==> config.mk <==
export PLATFORM = sky130hd
export DESIGN_NAME = bti_arb
export DESIGN_NICKNAME = d
export VERILOG_FILES = /design/src/rtl/bti_pkg.sv /design/src/rtl/bti_arb_id_fifo.sv /design/src/rtl/bti_arb.sv
export SDC_FILE = /design/constraint.sdc
export NUM_CORES = 1
export LEC_CHECK = 0
export ABC_AREA = 0
export BUFFER_PORTS_ARGS = -buffer_cell sky130_fd_sc_hd__buf_2
export CAP_MARGIN = 25
export CORE_AREA = 2 2 122 124
export CTS_CLUSTER_SIZE = 16
export DETAILED_ROUTE_END_ITERATION = 12
export DIE_AREA = 0 0 124 126
export PLACE_DENSITY = 0.49
export SKIP_LAST_GASP = 1
export SLEW_MARGIN = 20
export SYNTH_ARGS = -nofsm -noshare
export SYNTH_HDL_FRONTEND = slang
export SYNTH_SLANG_ARGS = --single-unit
==> constraint.sdc <==
create_clock -name clk -period 3.3 [get_ports clk]
set_input_delay 0.165 -clock clk [delete_from_list [all_inputs] [get_ports clk]]
set_output_delay 0.165 -clock clk [all_outputs]
set_load 0.05 [all_outputs]
==> src/rtl/bti_pkg.sv <==
// Shared helpers for the BTI interconnect blocks.
//   bti_id_w(n) : bits needed to index n items, never less than 1.
package bti_pkg;

    localparam int unsigned BTI_AW_DEF = 32;
    localparam int unsigned BTI_DW_DEF = 32;

    // Index width for n items; a single item still gets one bit.
    function automatic int unsigned bti_id_w(input int unsigned n);
        return (n <= 2) ? 1 : $clog2(n);
    endfunction

endpackage

==> src/rtl/bti_arb_id_fifo.sv <==
// In-order FIFO of host IDs for requests the guest has accepted but not answered.
// Ports:
//   clk, rst_n       : clock, synchronous active-low reset
//   push, id_in      : enqueue id_in (ignored when full)
//   pop              : dequeue head (ignored when empty)
//   head_id          : oldest outstanding ID
//   full, empty      : occupancy flags
module bti_arb_id_fifo
    import bti_pkg::*;
#(
    parameter int unsigned ID_W  = 1,
    parameter int unsigned DEPTH = 2
) (
    input  logic            clk,
    input  logic            rst_n,
    input  logic            push,
    input  logic [ID_W-1:0] id_in,
    input  logic            pop,
    output logic [ID_W-1:0] head_id,
    output logic            full,
    output logic            empty
);

    localparam int unsigned IDX_W = bti_id_w(DEPTH);
    localparam int unsigned PTR_W = $clog2(DEPTH) + 1;

    logic [PTR_W-1:0] wr_ptr;
    logic [PTR_W-1:0] rd_ptr;
    logic [IDX_W-1:0] wr_idx;
    logic [IDX_W-1:0] rd_idx;
    logic [ID_W-1:0]  mem [DEPTH];

    // Storage index is the pointer without its wrap bit; a single entry always sits at 0.
    generate
        if (DEPTH == 1) begin : g_one
            assign wr_idx = '0;
            assign rd_idx = '0;
        end else begin : g_many
            assign wr_idx = wr_ptr[IDX_W-1:0];
            assign rd_idx = rd_ptr[IDX_W-1:0];
        end
    endgenerate

    assign empty   = (wr_ptr == rd_ptr);
    assign full    = (wr_ptr[PTR_W-1] != rd_ptr[PTR_W-1]) && (wr_idx == rd_idx);
    assign head_id = mem[rd_idx];

    // Pointer update; a pop never frees room for a same-cycle push (full is pre-pop).
    always_ff @(posedge clk) begin
        if (!rst_n) begin
            wr_ptr <= '0;
            rd_ptr <= '0;
        end else begin
            if (push && !full)
                wr_ptr <= wr_ptr + PTR_W'(1);
            if (pop && !empty)
                rd_ptr <= rd_ptr + PTR_W'(1);
        end
    end

    // Storage write.
    always_ff @(posedge clk) begin
        if (push && !full)
            mem[wr_idx] <= id_in;
    end

endmodule

==> src/rtl/bti_arb.sv <==
// Merges HOST_NUM BTI host ports onto one BTI guest port and routes in-order
// responses back to the issuing host.
// Configuration: define BTI_ARB_RR_EN for round-robin; otherwise fixed
// priority (lowest index wins).
// Ports:
//   clk, rst_n                 : clock, synchronous active-low reset
//   host_bti_req_slvs_*        : per-host request (vld/addr/wr/wdata/wstrb in, rdy out)
//   host_bti_rsp_msts_*        : per-host response (vld/rdata out, rdy in)
//   gst_bti_req_mst_*          : merged guest request (vld/payload out, rdy in)
//   gst_bti_rsp_slv_*          : guest response (vld/rdata in, rdy out)
module bti_arb
    import bti_pkg::*;
#(
    parameter int unsigned BTI_AW   = BTI_AW_DEF,
    parameter int unsigned BTI_DW   = BTI_DW_DEF,
    parameter int unsigned HOST_NUM = 2,
    parameter int unsigned OSTD_NUM = 2
) (
    input  logic                                clk,
    input  logic                                rst_n,
    input  logic [HOST_NUM-1:0]                 host_bti_req_slvs_vld,
    output logic [HOST_NUM-1:0]                 host_bti_req_slvs_rdy,
    input  logic [HOST_NUM-1:0][BTI_AW-1:0]     host_bti_req_slvs_addr,
    input  logic [HOST_NUM-1:0]                 host_bti_req_slvs_wr,
    input  logic [HOST_NUM-1:0][BTI_DW-1:0]     host_bti_req_slvs_wdata,
    input  logic [HOST_NUM-1:0][BTI_DW/8-1:0]   host_bti_req_slvs_wstrb,
    output logic [HOST_NUM-1:0]                 host_bti_rsp_msts_vld,
    input  logic [HOST_NUM-1:0]                 host_bti_rsp_msts_rdy,
    output logic [HOST_NUM-1:0][BTI_DW-1:0]     host_bti_rsp_msts_rdata,
    output logic                                gst_bti_req_mst_vld,
    input  logic                                gst_bti_req_mst_rdy,
    output logic [BTI_AW-1:0]                   gst_bti_req_mst_addr,
    output logic                                gst_bti_req_mst_wr,
    output logic [BTI_DW-1:0]                   gst_bti_req_mst_wdata,
    output logic [BTI_DW/8-1:0]                 gst_bti_req_mst_wstrb,
    input  logic                                gst_bti_rsp_slv_vld,
    output logic                                gst_bti_rsp_slv_rdy,
    input  logic [BTI_DW-1:0]                   gst_bti_rsp_slv_rdata
);

    localparam int unsigned     ID_W    = bti_id_w(HOST_NUM);
    localparam logic [ID_W-1:0] LAST_ID = ID_W'(HOST_NUM - 1);

    logic            lock;
    logic [ID_W-1:0] lock_id;
    logic [ID_W-1:0] start_id;
    logic [ID_W-1:0] pick_id;
    logic [ID_W-1:0] cand_id;
    logic            found;
    logic [ID_W-1:0] grant;
    logic [ID_W-1:0] head_id;
    logic            fifo_full;
    logic            fifo_empty;
    logic            req_hs;
    logic            rsp_hs;

`ifdef BTI_ARB_RR_EN
    logic [ID_W-1:0] rr_ptr;

    // Search starts one past the most recently accepted host.
    always_ff @(posedge clk) begin
        if (!rst_n)
            rr_ptr <= '0;
        else if (req_hs)
            rr_ptr <= (grant == LAST_ID) ? '0 : grant + ID_W'(1);
    end

    assign start_id = rr_ptr;
`else
    assign start_id = '0;
`endif

    // First valid host at or after start_id, wrapping modulo HOST_NUM.
    always_comb begin
        pick_id = start_id;
        cand_id = '0;
        found   = 1'b0;
        for (int unsigned i = 0; i < HOST_NUM; i++) begin
            cand_id = ID_W'((32'(start_id) + i) % HOST_NUM);
            if (!found && host_bti_req_slvs_vld[cand_id]) begin
                pick_id = cand_id;
                found   = 1'b1;
            end
        end
    end

    // A stalled guest request keeps its host so the payload cannot change under it.
    assign grant = lock ? lock_id : pick_id;

    assign gst_bti_req_mst_vld   = host_bti_req_slvs_vld[grant] && !fifo_full;
    assign gst_bti_req_mst_addr  = host_bti_req_slvs_addr[grant];
    assign gst_bti_req_mst_wr    = host_bti_req_slvs_wr[grant];
    assign gst_bti_req_mst_wdata = host_bti_req_slvs_wdata[grant];
    assign gst_bti_req_mst_wstrb = host_bti_req_slvs_wstrb[grant];
    assign req_hs                = gst_bti_req_mst_vld && gst_bti_req_mst_rdy;

    // Only the granted host sees ready.
    always_comb begin
        host_bti_req_slvs_rdy        = '0;
        host_bti_req_slvs_rdy[grant] = gst_bti_req_mst_rdy && !fifo_full;
    end

    // Lock tracking.
    always_ff @(posedge clk) begin
        if (!rst_n) begin
            lock    <= 1'b0;
            lock_id <= '0;
        end else if (req_hs) begin
            lock    <= 1'b0;
        end else if (gst_bti_req_mst_vld) begin
            lock    <= 1'b1;
            lock_id <= grant;
        end
    end

    bti_arb_id_fifo #(
        .ID_W  (ID_W),
        .DEPTH (OSTD_NUM)
    ) u_id_fifo (
        .clk     (clk),
        .rst_n   (rst_n),
        .push    (req_hs),
        .id_in   (grant),
        .pop     (rsp_hs),
        .head_id (head_id),
        .full    (fifo_full),
        .empty   (fifo_empty)
    );

    // Response routing to the oldest outstanding host.
    always_comb begin
        host_bti_rsp_msts_vld = '0;
        gst_bti_rsp_slv_rdy   = 1'b0;
        if (!fifo_empty) begin
            host_bti_rsp_msts_vld[head_id] = gst_bti_rsp_slv_vld;
            gst_bti_rsp_slv_rdy            = host_bti_rsp_msts_rdy[head_id];
        end
    end

    assign rsp_hs                  = gst_bti_rsp_slv_vld && gst_bti_rsp_slv_rdy;
    assign host_bti_rsp_msts_rdata = {HOST_NUM{gst_bti_rsp_slv_rdata}};

endmodule

==> summary.md, run 1 <==
| Metric | Value |
|---|---|
| Final Cycle Share | 66.28% |
| Slew margin rel. | 63.00% |
| Post-synthesis simple-gate area fraction | 4.375% |
| Die Y | 126 um |
| CP Launch Type | flop |
| Total power | 1.035 mW |
| Storage element area | 200.2 sq um |
| Skew-Pair Late Insertion Delay | 0.23 ns |
| Clock skew | 0.001752 ns |
| Met2 wire len | 4116 um |
| Die Wd | 124 um |
| Post-synth top flop | dfxtp_1 |
| Hold slack | 0.2031 ns |
| Number of DRC markers in iteration 0 | 86 |
| Sink Count | 9 |
| PortBufs | 220 |
| Die Area | 15620 sq um |
| Synth area leader | mux2_2 |
| WHS Path Cells | 2 |
| Mux share of post-synthesis cell area | 46.08% |
| First-pass GRT wire length | 10740 um |
| GRT Total Usage | 8.925% |
| Met1 WL | 2627 um |
| Synth top area share | 43.82% |
| Pwr/cell area | 384.9 nW/um^2 |
| # IOs | 317 |
| DP Area | 2604 sq um |
| Status | completed |
| Grt total ovfl | 0 |
| CTS-repair resized insts | 0 |
| Vias per inst | 3.616 |
| Synth cell types | 28 |
| Antenna viol nets, final | 0 |
| Synth Warn # | 0 |
| FFs w/ async S/R, synth | 0% |
| Flops & latches, synth | 9 |
| Worst R2R Path Depth | 4 |
| Initial Utilization | 12.39% |
| DR top layer | met4 |
| RSZ-0062 raised after global routing | false |
| Post-synthesis sequential area ratio | 11.29% |
| Avg Cell Area, Syn | 9.186 sq um |
| Fillers | 1614 |
| Final worst path period need | 2.187 ns |
| Synth Area in Compound Gates | 6.210% |
| Maxcap violations | 0 |
| Layout cells sized above 1 | 85.63% |
| Maximum number of pins on one net before global-route repair | 47 |
| Max frequency | 457.2 MHz |
| Post-CTS setup buffer count | 0 |
| Multi-input gate area | 1039 sq um |
| Final Hold Vio Count | 0 |
| Finished Core Util | 18.78% |
| Hold Crit Class | input port to flop |
| Cells after Synth | 193 |
| Placed Cells | 528 |
| # nets final | 527 |
| Clock tree from TritonCTS | done |
| R2R Setup Slk | 1.62 ns |
| Max VDD drop | 0.1238 mV |
| PnR worst setup slack | 1.113 ns |
| CP endpoint kind | output pin |
| Setup Viol. Count Final | 0 |
| Row count | 44 |
| Core footprint | 14310 sq um |
| Pre-CTS setup slack | 1.351 ns |
| CP Class | flop to output pin |
| Post-Synth XOR/XNOR Area | 1.905% |
| Post-DP HPWL | 6885 um |
| Syn_nets | 371 |
| CP required | 3.13 ns |
| Area growth from synthesis to layout | 51.59% |
| Adder-cell share of the synthesized area | 0% |
| Ranking of synthesized cells by area | mux2_2 (44%), buf_4 (27%), dfxtp_1 (7.9%), edfxtp_1 (3.4%), mux2i_1 (2.3%) |
| Routed WL | 7587 um |
| Count of pins over their slew limit | 0 |
| Detail Route met3 WL | 710 um |
| Clk slew on worst S/H paths | 0.04 ns |
| Final setup TNS | 0 ns |
| Synth top cells by count | mux2_2 (69), buf_4 (64), nor2_1 (8) |
| Gp weighted congestion | 0.8413 |
| Vias in the first global route | 1972 |
| Root buf cell | clkbuf_16 |
| Largest family of logic cells by synthesized area | multiplexers |
| Antenna violations before repair | 2 |
| DR WL/cell | 14.21 um |
| Critical Path AT | 2.02 ns |
| EDFF count, synth | 2 |
| CP max FO | 46 |
| Finished Cell Area | 2688 sq um |
| Top-count cell post-synth | mux2_2 |
| H-tree depth | 1 |
| Post-Layout Cell Count | 534 |
| Worst-margin pin slew | 0.5549 ns |
| Cts bufs inserted | 3 |
| DRC | 0 |
| Routed vias | 1931 |
| Max Buffers Root-to-Sink | 2 |
| Hold buffers post-CTS | 0 |
| Post-synthesis cell area | 1773 sq um |
| DR pass1 iterations | 4 |
| Leak | 1.392 nW |
critical path: stages, from the launching register on:
cell and delay (ns):
dfxtp_1 0.40, nor2_1 0.08, a22oi_2 0.17, buf_4 0.49, mux2_2 0.41, buf_2 0.21
layout make-up:
cell class / count / share of cell area (%)
Timing Repair Buffer: 222 / 41.53
Multi-Input combinational cell: 108 / 38.64
Tap cell: 184 / 8.566
Sequential cell: 9 / 7.449
Clock buffer: 4 / 2.933
Inverter: 5 / 0.6983
Antenna cell: 2 / 0.1862
layer usage:
| layer | vias up | track usage, % |
|---|---|---|
| li1 | 922 | - |
| met1 | 878 | 9.400 |
| met2 | 125 | 16.52 |
| met3 | 6 | 2.853 |
| met4 | 0 | 2.908 |
| met5 | - | 0 |
where the power goes:
part	total [mW]	internal, mW	switching, mW
logic	0.690	0.223	0.468
clock network	0.215	0.161	0.0531
registers	0.130	0.122	0.00781
total	1.03	0.506	0.528
cell families after synthesis:
| group | after synthesis |
|---|---|
| flops | 9 |
| simple gates | 16 |
| xor+xnor | 3 |
| compound gates | 16 |
| buf+inv | 76 |
| mux | 73 |
path summary, 6_finish.rpt:
path,from,end
worst max register to register,u_id_fifo.rd_ptr[0],u_id_fifo.mem[0]
worst min register to register,u_id_fifo.wr_ptr[1],u_id_fifo.wr_ptr[1]
worst max-delay path,lock,gst_bti_req_mst_wdata[22]
worst min-delay path,rst_n,lock
placed cells by master, fill, tap and decap left out, types with 3 or more instances in the layout:
| master | n |
|---|---|
| inv_1 | 5 |
| buf_2 | 220 |
| a21oi_1 | 6 |
| dfxtp_1 | 7 |
| mux2i_1 | 4 |
| nor2_1 | 8 |
| clkbuf_16 | 3 |
| mux2_2 | 69 |
No activity file was read; power rests on OpenSTA's default activity.
==> inputs of run 2 (changes only) <==
CORE_AREA = 2 2 124 126   (was 2 2 122 124)
DIE_AREA = 0 0 126 128   (was 0 0 124 126)
clock period = 1.93 ns   (was 3.3 ns; I/O delays follow)
==> summary.md, run 2 (synthesis results as in run 1) <==
| Metric | Value |
|---|---|
| Layout cells sized above 1 | 86.20% |
| Clock tree from TritonCTS | done |
| Most frequent cell on the critical path | buf_12 |
| Row count | 45 |
| Maximum number of pins on one net before global-route repair | 24 |
| Grt total ovfl | 0 |
| DRC | 0 |
| GRT Total Usage | 7.673% |
| Status | completed |
| Antenna violations before repair | 0 |
| CP required | 1.83 ns |
| Cts bufs inserted | 3 |
| RR Startpoint | u_id_fifo.wr_ptr[1] |
| Clk slew on worst S/H paths | 0.04 ns |
| Worst-margin pin slew | 0.4429 ns |
| CP Launch Type | flop |
| Hold endpoint | lock |
| Vias in the first global route | 1903 |
| Fillers | 1719 |
| Setup Viol. Count Final | 0 |
| Gp weighted congestion | 0.7703 |
| Die Wd | 126 um |
| Pwr/cell area | 646.7 nW/um^2 |
| R2r endpoint | u_id_fifo.mem[0] |
| Clock skew | 0.001762 ns |
| H-tree depth | 1 |
| Final worst path period need | 1.855 ns |
| Number of DRC markers in iteration 0 | 43 |
| Die Y | 128 um |
| Skew-Pair Late Insertion Delay | 0.24 ns |
| Final setup TNS | 0 ns |
| DR WL/cell | 12.98 um |
| Leak | 1.447 nW |
| WP buf/inv | 3 |
| Worst R2R Path Depth | 4 |
| RSZ-0062 raised after global routing | true |
| Critical path depth | 6 |
| Root buf cell | clkbuf_16 |
| Hold Startpoint | rst_n |
| Slew margin rel. | 70.28% |
| Vias per inst | 3.429 |
| Critical Path AT | 1.76 ns |
| First-pass GRT wire length | 9901 um |
| CP endpoint kind | output pin |
| CP max stage delay | 0.37 ns |
| Multi-input gate area | 1039 sq um |
| Final Hold Vio Count | 0 |
| WHS Path Cells | 2 |
| Antenna viol nets, final | 0 |
| Slowest cell on crit path | mux2_2 |
| # nets final | 534 |
| Storage element area | 201.4 sq um |
| Crit-path cells | nor2_1, a22oi_2, buf_12, buf_12, mux2_2, buf_4 |
| Most frequent cells in the layout | buf_2 (213), mux2_2 (69), buf_4 (12) |
| Commonest non-fill, non-tap cell in the layout | buf_2 |
| Area growth from synthesis to layout | 57.73% |
| Initial Utilization | 11.93% |
| Diode count | 0 |
| Hold Crit Class | input port to flop |
| Placed Cells | 537 |
| # IOs | 317 |
| Maxcap violations | 0 |
| CP max FO | 23 |
| CP Class | flop to output pin |
| Count of pins over their slew limit | 0 |
| Post-Layout Cell Count | 543 |
| Post-DP HPWL | 6176 um |
| Largest delay contributor family on the critical path | buffers and inverters |
| Routed vias | 1862 |
| Max frequency | 539.0 MHz |
| R2R Setup Slk | 0.31 ns |
| PortBufs | 220 |
| Routed WL | 7048 um |
| Max Buffers Root-to-Sink | 2 |
| Final Cycle Share | 96.14% |
| DR pass1 iterations | 4 |
| Sink Count | 9 |
| Die Area | 16130 sq um |
| Core footprint | 14860 sq um |
| Max VDD drop | 0.2536 mV |
run 2: cell types whose count changed in the layout (fill, tap and decap cells not counted):
| cell | delta |
|---|---|
| buf_4 | +10 |
| dfxtp_1 | -1 |
| buf_12 | +3 |
| buf_2 | -7 |
| clkbuf_4 | +1 |
| dfxtp_2 | +1 |
| diode_2 | -2 |
run 2: power breakdown:
part | switching [mW] | internal, mW
Clock | 0.0949 | 0.277
Combinational | 0.793 | 0.422
Sequential | 0.0129 | 0.209
Total | 0.901 | 0.907
run 2: how the worst max path moves through the flow:
stage,start,endpoint,slack (ns)
after floorplan,lock,host_bti_req_slvs_rdy[0],0.12
after global placement,lock,gst_bti_req_mst_addr[16],0.15
after detailed placement,lock,gst_bti_req_mst_addr[16],0.17
after CTS,lock,gst_bti_req_mst_addr[16],0.03
after global routing,lock,gst_bti_req_mst_wdata[10],-0.01
final,lock,gst_bti_req_mst_wdata[10],0.07
run 2: routing by layer:
layer / part of all wire, % / wire length [um] / vias to the layer above / GRT usage (%)
met2: 51 / 3572 / 132 / 13.66
li1: - / - / 932 / -
met4: 0.38 / 27 / 0 / 1.228
met1: 40 / 2792 / 796 / 9.286
met3: 9.3 / 656 / 2 / 2.295
met5: 0 / 0 / - / 0
run 2: cell type report:
class                      count  share of cell area (%)
sequential                     9                   7.204
clock buffer                   4                   2.819
multi-input combinational    108                   37.14
tap                          188                   8.412
timing repair buffer         229                   43.76
inverter                       5                  0.6711
run 2: what timing repair did:
item / CTS / global route
gates resized for setup: 4 / 7
setup endpoints to repair: 59 / 56
pin swaps: 0 / 1
hold buffers: 0 / 0
setup buffers: 2 / 0
run 2: metrics by stage:
step / hold WS (ns) / utilization (%) / setup WS (ns) / total power, mW / cell area [sq um]
finish: 0.1366 / 18.81 / 0.07455 / 1.808 / 2796
global route: 0.1418 / 18.81 / -0.01364 / 1.890 / 2796
CTS: 0.1332 / 18.75 / 0.02902 / 1.816 / 2786
detailed placement: 0.1935 / 18.06 / 0.1658 / 1.427 / 2684
global placement: 0.1935 / 18.06 / 0.1534 / 1.431 / 2684
floorplan: 0.2299 / - / 0.1231 / 1.439 / 1773
==> inputs of run 3 (changes only) <==
MAX_ROUTING_LAYER = met4   (was default)
==> summary.md, run 3 (synthesis results as in run 1) <==
| Metric | Value |
|---|---|
| Status | completed |
| Final Cycle Share | 96.38% |
| DR pass1 iterations | 4 |
| Vias per inst | 3.457 |
| Initial Utilization | 11.93% |
| Placed Cells | 537 |
| Vias in the first global route | 1900 |
| Layout cells sized above 1 | 86.20% |
| Number of DRC markers in iteration 0 | 49 |
| Sink Count | 9 |
| Slew margin rel. | 70.23% |
| Post-Layout Cell Count | 543 |
| Critical Path AT | 1.76 ns |
| Diode count | 0 |
| Count of pins over their slew limit | 0 |
| Clk slew on worst S/H paths | 0.04 ns |
| DP Area | 2684 sq um |
| # nets final | 534 |
| Gp weighted congestion | 0.7807 |
| Routed vias | 1877 |
| Finished Cell Area | 2801 sq um |
| Skew-Pair Late Insertion Delay | 0.24 ns |
| Hold Crit Class | input port to flop |
| GRT Total Usage | 7.906% |
| CP Class | flop to output pin |
| Worst-margin pin slew | 0.4436 ns |
| Antenna viol nets, final | 0 |
| Setup Viol. Count Final | 0 |
| RSZ-0062 raised after global routing | true |
| CP Launch Type | flop |
| Row count | 45 |
| Most frequent cells in the layout | buf_2 (211), mux2_2 (69), buf_4 (14) |
| Total power | 1.809 mW |
| Maximum number of pins on one net before global-route repair | 24 |
| Commonest non-fill, non-tap cell in the layout | buf_2 |
| Antenna violations before repair | 0 |
| H-tree depth | 1 |
| Max frequency | 537.6 MHz |
| CP max FO | 23 |
| Die Y | 128 um |
| Cts bufs inserted | 3 |
| Die Area | 16130 sq um |
| Root buf cell | clkbuf_16 |
| # IOs | 317 |
| Final worst path period need | 1.860 ns |
| Routed WL | 7019 um |
| Max Buffers Root-to-Sink | 2 |
| Leak | 1.449 nW |
| Finished Core Util | 18.85% |
| Hold slack | 0.1364 ns |
| Maxcap violations | 0 |
| PortBufs | 220 |
| Final Hold Vio Count | 0 |
| First-pass GRT wire length | 9894 um |
| CP required | 1.83 ns |
| Clock skew | 0.0008556 ns |
| Core footprint | 14860 sq um |
| Area growth from synthesis to layout | 58.01% |
| DRC | 0 |
| Pwr/cell area | 645.7 nW/um^2 |
| Clock tree from TritonCTS | done |
| Die Wd | 126 um |
| DR WL/cell | 12.93 um |
| Post-DP HPWL | 6176 um |
| Grt total ovfl | 0 |
| CP endpoint kind | output pin |
| Max VDD drop | 0.2535 mV |
run 3: what timing repair did:
action	in CTS	in global routing
endpoints found under the hold margin	0	0
pin swaps	0	1
setup endpoints to repair	59	56
resized for setup	4	11
hold buffers	0	0
setup buffers	2	0
run 3: worst max-delay path, stage by stage, from the launching register on:
cell and delay [ns]:
dfxtp_2 0.36, nor2_1 0.06, a22oi_2 0.19, buf_12 0.17, buf_12 0.17, mux2_2 0.37
buf_4 0.20
run 3: path summary, 6_finish.rpt:
check                 startpoint                         to  slack [ns]  depth (start not counted)
min                        rst_n                       lock        0.14                          2
min reg2reg  u_id_fifo.wr_ptr[1]        u_id_fifo.wr_ptr[1]        0.51                          2
max reg2reg  u_id_fifo.wr_ptr[1]           u_id_fifo.mem[0]        0.30                          4
max                         lock  gst_bti_req_mst_wdata[10]        0.07                          6
run 3: metal layers:
| metal | track usage [%] | wire, um |
|---|---|---|
| met3 | 2.087 | 628 |
| met4 | 1.228 | 27 |
| met1 | 9.437 | 2787 |
| met2 | 13.66 | 3576 |
| met5 | - | 0 |
run 3: report_power, final:
part           switching (mW)  internal [mW]  total [mW]
clock                  0.0934          0.276       0.370
combinational           0.793          0.424        1.22
sequential             0.0130          0.209       0.222
run 3: layout make-up:
cell class,instances,area [sq um]
Clock buffer,4,78.83
Fill cell,1719,12060
Inverter,5,18.77
Multi-Input combinational cell,108,1039
Sequential cell,9,201.4
Tap cell,188,235.2
Timing Repair Buffer,229,1229
run 3: through the flow:
| step | setup TNS (ns) | setup slack, ns |
|---|---|---|
| after floorplan | 0 | 0.1231 |
| after detailed placement | 0 | 0.1658 |
| after global routing | -0.1008 | -0.01509 |
| after CTS | 0 | 0.02902 |
| final | 0 | 0.06988 |
| after global placement | 0 | 0.1534 |
